[config.mk]
export PLATFORM = sky130hd
export DESIGN_NAME = fp_cond_compare
export DESIGN_NICKNAME = d
export VERILOG_FILES = /design/src/rtl/fp_cond_compare_pkg.sv /design/src/rtl/fp_cmp_pipe.sv /design/src/rtl/fp_cond_compare.sv
export SDC_FILE = /design/constraint.sdc
export NUM_CORES = 1
export LEC_CHECK = 0
export ABC_CLOCK_PERIOD_IN_PS = 3700
export BUFFER_PORTS_ARGS = -buffer_cell sky130_fd_sc_hd__buf_4
export CORE_ASPECT_RATIO = 0.7
export CORE_MARGIN = 4
export CORE_UTILIZATION = 30
export CTS_CLUSTER_SIZE = 10
export DETAILED_ROUTE_END_ITERATION = 12
export PLACE_DENSITY = 0.5
export REMOVE_ABC_BUFFERS = 1
export SLEW_MARGIN = 15
export SYNTH_ARGS = -nofsm -noshare
export SYNTH_HDL_FRONTEND = slang
export SYNTH_SLANG_ARGS = --single-unit
export TNS_END_PERCENT = 100
[constraint.sdc]
create_clock -name clk -period 3.7 [get_ports clk]
set_input_delay 1.11 -clock clk [delete_from_list [all_inputs] [get_ports clk]]
set_output_delay 1.11 -clock clk [all_outputs]
set_load 0.05 [all_outputs]
[src/rtl/fp_cond_compare_pkg.sv]
// Shared types and constants for the floating-point condition compare path.
// Predicate encoding, cond bit positions and format geometry helpers.
package fp_cond_compare_pkg;

  typedef enum logic [3:0] {
    FP_F    = 4'd0,
    FP_UN   = 4'd1,
    FP_EQ   = 4'd2,
    FP_UEQ  = 4'd3,
    FP_OLT  = 4'd4,
    FP_ULT  = 4'd5,
    FP_OLE  = 4'd6,
    FP_ULE  = 4'd7,
    FP_SF   = 4'd8,
    FP_NGLE = 4'd9,
    FP_SEQ  = 4'd10,
    FP_NGL  = 4'd11,
    FP_LT   = 4'd12,
    FP_NGE  = 4'd13,
    FP_LE   = 4'd14,
    FP_NGT  = 4'd15
  } fp_cond_t;

  localparam int COND_U = 0;
  localparam int COND_E = 1;
  localparam int COND_L = 2;
  localparam int COND_S = 3;

  localparam int FCC_W = 3;

  // Exponent width for the two supported operand widths.
  function automatic int exp_width(input int w);
    return (w == 64) ? 11 : 8;
  endfunction

endpackage

[src/rtl/fp_cmp_pipe.sv]
// Valid/payload shift register of depth D with global hold and flush.
// The last stage drives the outputs directly.
module fp_cmp_pipe #(
  parameter int D  = 4,
  parameter int PW = 11
) (
  input  logic          clk,
  input  logic          reset,
  input  logic          flush,
  input  logic          in_valid,
  input  logic [PW-1:0] in_data,
  output logic          in_ready,
  output logic          out_valid,
  input  logic          out_ready,
  output logic [PW-1:0] out_data
);

  logic [D-1:0]  stage_valid;
  logic [PW-1:0] stage_data [D];
  logic          advance;

  // Holding is global: a stalled output freezes every stage, bubbles included.
  assign advance  = ~stage_valid[D-1] | out_ready;
  assign in_ready = advance;

  generate
    for (genvar gi = 0; gi < D; gi++) begin : g_stage
      logic          valid_reg;
      logic [PW-1:0] data_reg;
      logic          valid_next;
      logic [PW-1:0] data_next;

      if (gi == 0) begin : g_head
        assign valid_next = in_valid;
        assign data_next  = in_data;
      end else begin : g_body
        assign valid_next = stage_valid[gi-1];
        assign data_next  = stage_data[gi-1];
      end

      always_ff @(posedge clk or posedge reset) begin
        if (reset) begin
          valid_reg <= 1'b0;
          data_reg  <= '0;
        end else begin
          if (flush) begin
            valid_reg <= 1'b0;
          end else if (advance) begin
            valid_reg <= valid_next;
          end
          if (advance) begin
            data_reg <= data_next;
          end
        end
      end

      assign stage_valid[gi] = valid_reg;
      assign stage_data[gi]  = data_reg;
    end
  endgenerate

  assign out_valid = stage_valid[D-1];
  assign out_data  = stage_data[D-1];

endmodule

[src/rtl/fp_cond_compare.sv]
// Pipelined c.cond.fmt compare: predicate and invalid flag are resolved in stage 0,
// later stages only carry the result with its FCC index and ROB tag.
module fp_cond_compare
  import fp_cond_compare_pkg::*;
#(
  parameter int W       = 32,
  parameter int D       = 4,
  parameter int TAG_W   = 6,
  parameter int NAN2008 = 0
) (
  input  logic             clk,
  input  logic             reset,
  input  logic             flush,
  input  logic             in_valid,
  output logic             in_ready,
  input  logic [W-1:0]     a,
  input  logic [W-1:0]     b,
  input  logic [3:0]       cond,
  input  logic [FCC_W-1:0] fcc_idx,
  input  logic [TAG_W-1:0] tag,
  output logic             out_valid,
  input  logic             out_ready,
  output logic             y,
  output logic             invalid,
  output logic [FCC_W-1:0] out_fcc_idx,
  output logic [TAG_W-1:0] out_tag,
  input  logic             clr_sticky,
  output logic             sticky_invalid
);

  localparam int E  = exp_width(W);
  localparam int F  = W - 1 - E;
  localparam int PW = 2 + FCC_W + TAG_W;

  logic [1:0][W-1:0] opnd;
  logic [1:0][W-2:0] mag;
  logic [1:0]        is_nan;
  logic [1:0]        is_snan;
  logic [1:0]        is_zero;
  logic [1:0]        is_neg;

  assign opnd[0] = a;
  assign opnd[1] = b;

  // Special-case decode for each operand; index 0 is a, index 1 is b.
  generate
    for (genvar gi = 0; gi < 2; gi++) begin : g_dec
      logic [E-1:0] exp_f;
      logic [F-1:0] frac_f;

      assign exp_f       = opnd[gi][W-2 -: E];
      assign frac_f      = opnd[gi][F-1:0];
      assign mag[gi]     = opnd[gi][W-2:0];
      assign is_neg[gi]  = opnd[gi][W-1];
      assign is_zero[gi] = ~|mag[gi];
      assign is_nan[gi]  = (&exp_f) & (|frac_f);
      // Legacy encoding signals on fraction MSB set; 2008 signals on it clear.
      assign is_snan[gi] = is_nan[gi] & (frac_f[F-1] ^ (NAN2008 != 0));
    end
  endgenerate

  logic un;
  logic eq;
  logic lt;
  logic ord_lt;
  logic res_y;
  logic res_invalid;

  assign un = |is_nan;
  assign eq = ~un & ((a == b) | (&is_zero));

  always_comb begin
    ord_lt = 1'b0;
    case (is_neg)
      2'b01:   ord_lt = 1'b1;               // a negative, b positive
      2'b10:   ord_lt = 1'b0;               // a positive, b negative
      2'b00:   ord_lt = mag[0] < mag[1];
      default: ord_lt = mag[0] > mag[1];
    endcase
  end

  // eq masks the -0/+0 case that the sign path would otherwise call less-than.
  assign lt = ~un & ~eq & ord_lt;

  assign res_y = (cond[COND_U] & un) | (cond[COND_E] & eq) | (cond[COND_L] & lt);
  assign res_invalid = un & (cond[COND_S] | (|is_snan));

  logic [PW-1:0] pipe_in;
  logic [PW-1:0] pipe_out;

  assign pipe_in = {res_y, res_invalid, fcc_idx, tag};

  fp_cmp_pipe #(
    .D  (D),
    .PW (PW)
  ) u_pipe (
    .clk       (clk),
    .reset     (reset),
    .flush     (flush),
    .in_valid  (in_valid),
    .in_data   (pipe_in),
    .in_ready  (in_ready),
    .out_valid (out_valid),
    .out_ready (out_ready),
    .out_data  (pipe_out)
  );

  assign {y, invalid, out_fcc_idx, out_tag} = pipe_out;

  logic sticky_reg;

  // A retiring invalid wins over a same-cycle clear.
  always_ff @(posedge clk or posedge reset) begin
    if (reset) begin
      sticky_reg <= 1'b0;
    end else if (out_valid & out_ready & invalid) begin
      sticky_reg <= 1'b1;
    end else if (clr_sticky) begin
      sticky_reg <= 1'b0;
    end
  end

  assign sticky_invalid = sticky_reg;

endmodule

==> reports/metrics.csv <==
stage,metric,value,unit
timing,final.setup.worst_slack,0.829,ns
power_and_ir_drop,peakVddDrop,0.171,mV
cts,h-tree-depth,2,
cells_and_area,largest_register_ffs,33,
outcome,status,completed,
global_route,grt_pass1_vias,2694,
timing,max_slew.worst_pin.slew,0.843,ns
die,start_util,31.5,%
power_and_ir_drop,p_clk_share,38.1,%
cells_and_area,fin_nets,576,
timing,rsz0062_at_grt,false,
timing,final.setup_skew,0.00359,ns
power_and_ir_drop,power.leakage,2.12,nW
setup_path,crit_path_end_kind,flop,
die,die-area,11400,sq um
drt,drc,0,
cells_and_area,layout-drive-gt1-share,23.7,%
place,dp_hpwl,6.27,mm
power_and_ir_drop,p_seq_share,42.3,%
drt,drtIter0Drc,156,
die,die_w,126,microns
timing,final_max_slew_viol_count,0,
global_route,grt-ovfl-total,0,
place,place_area,3780,sq um
yosys,async_flop_share,100,%
place,preCtsSetupSlack,0.517,ns
cts,clk_pin_slew,0.06,ns
global_route,grt_usage,14.4,%
setup_path,cp-start-kind,primary input,
cts,cts_sinks,49,
cts,cts_setup_buffers,0,
drt,ant_nets,0,
timing,fmax,0.348,GHz
timing,setup-violations-final,0,
yosys,synth_top_cell_area_share,42.0,%
power_and_ir_drop,switching_share,25.9,%
power_and_ir_drop,intPower,1.03,mW
setup_path,critical_path_arrival,3.10,ns
yosys,ys_seq_area_share,42.0,%
yosys,yosys.area.top_type,dfrtp_1,
place,port-buffer-count,96,
worst_hold_path,hold_path_class,reg -> reg,
global_route,grt_max_degree,50,
global_route,grt_antenna_before_repair,0,
timing,hold_violations,0,
cts,cts_buffers,5,
die,core,9250,sq um
yosys,synth_ff_type,dfrtp_1,
yosys,synthDistinctLibCells,32,
cts,cts_tree,done,
drt,firstDrtPassIters,4,
cts,ctsHoldBuffers,0,
setup_path,criticalPathCategory,in -> reg,
cells_and_area,diodes,0,
yosys,synth_common_cells,"nand2_1, dfrtp_1, inv_1",
cts,clockBufferDepth,2,
run,maxCapViolCount,0,
yosys,avgSynthCellArea,8.02,sq um
power_and_ir_drop,power_switching,0.361,mW
power_and_ir_drop,comb_power_share,19.6,%
cells_and_area,final_area,3950,sq um
yosys,synth_edf_count,0,
cells_and_area,areaGrowthSynthToFinish,35.5,%
drt,via_per_inst,4.63,
yosys,ys_seq_elements,49,
setup_path,crit_required,3.93,ns
setup_path,crit_path_max_fanout,4,
yosys,syn_area,2920,sq um
power_and_ir_drop,total_power,1.39,mW
drt,via_count,2701,
timing,fin_crit_sh,77.6,%
power_and_ir_drop,powerDensity,353,nW/um^2
yosys,syn_inst,364,
drt,wl_per_cell,13.7,microns
global_route,grt_pass1_wl,13.6,mm
die,pin_count,97,
timing,holdWs,0.464,ns
cts,clock_latency,0.29,ns
yosys,synthesis.yosys.warnings,0,
drt,wirelength,7.97,mm
timing,slew_headroom,43.8,%
timing,finalSetupTns,0,ns
die,row_count,29,
timing,min_period,2.87,ns
die,dieHeight,90.5,microns
place,gp_congestion,0.859,
yosys,synth.area.top_cells,"dfrtp_1, nand2_1, ha_1",
cts,cts_root_buffer,clkbuf_16,
yosys,synth.most_common_cell,nand2_1,
cts,cts_resized,0,
==> cell families after synthesis <==
family | share of synthesized area (%)
flops | 42.0
fa+ha+maj | 14.6
buf+inv | 6.17
simple gates | 29.3
compound gates | 7.93
==> power groups by stage <==
| stage | registers [mW] | clock network [mW] | logic (mW) |
|---|---|---|---|
| after floorplan | 0.632 | 0 | 0.108 |
| after global placement | 0.599 | 0 | 0.273 |
| after detailed placement | 0.600 | 0 | 0.275 |
| after CTS | 0.590 | 0.553 | 0.277 |
| after global routing | 0.594 | 0.575 | 0.310 |
| final | 0.589 | 0.531 | 0.274 |
==> critical path, cell delays in order <==
cell      delay, ns
buf_4          0.09
inv_1          0.04
ha_1           0.33
nand4_1        0.13
nor4_2         0.36
nand4_1        0.21
a31oi_1        0.25
o32ai_1        0.13
nor4bb_1       0.29
o22a_1         0.15
==> layout by cell type (no fill, tap or decap), types with 2 or more instances in the layout <==
master / n
nand3_1: 6
o31ai_1: 2
o21ai_0: 4
nand2b_1: 2
nand4_1: 13
nand2_1: 142
buf_4: 98
nor2_1: 10
nor4_1: 15
ha_1: 34
clkbuf_16: 5
o21ai_1: 2
a21o_1: 2
nor3_1: 3
a21oi_1: 16
a221o_1: 2
dfrtp_1: 49
inv_1: 37
==> per-layer routing <==
layer  global-route usage [%]  wire length, microns  vias to the layer above
li1                         -                     -                     1398
met1                     22.5                  4190                     1241
met2                     19.9                  3380                       54
met3                     3.31                   330                        8
met4                     3.21                    73                        0
met5                        0                     0                        -
==> metrics by stage <==
step / instances / util [%]
2_1_floorplan: 354 / -
3_3_place_gp: 576 / 40.8
3_5_place_dp: 576 / 40.8
4_1_cts: 584 / 42.7
5_1_grt: 584 / 42.7
6_report: 584 / 42.7
==> worst paths after layout <==
| path | from | end | slack [ns] | depth (start not counted) |
|---|---|---|---|---|
| setup / recovery | b[26] | u_pipe.g_stage[0].data_reg[10] | 0.83 | 10 |
| hold / removal | u_pipe.g_stage[2].data_reg[4] | u_pipe.g_stage[2].data_reg[4] | 0.46 | 2 |
| setup reg to reg | u_pipe.out_valid | u_pipe.g_stage[0].data_reg[10] | 2.29 | 4 |
| hold reg to reg | u_pipe.g_stage[2].data_reg[4] | u_pipe.g_stage[2].data_reg[4] | 0.46 | 2 |
| max in group asynchronous | reset | u_pipe.g_stage[1].data_reg[6] | 2.22 | 2 |
| min in group asynchronous | reset | u_pipe.out_data[1] | 0.96 | 2 |
==> cell type report <==
class	count	area (sq um)
fillers	975	5300
multi-input cells	267	1520
flip-flops and latches	49	1230
repair buffers	98	736
well taps	124	155
inverters	38	144
clock buffers	7	143
clock inverters	1	30.0
Power figures use the tool's default switching activity.
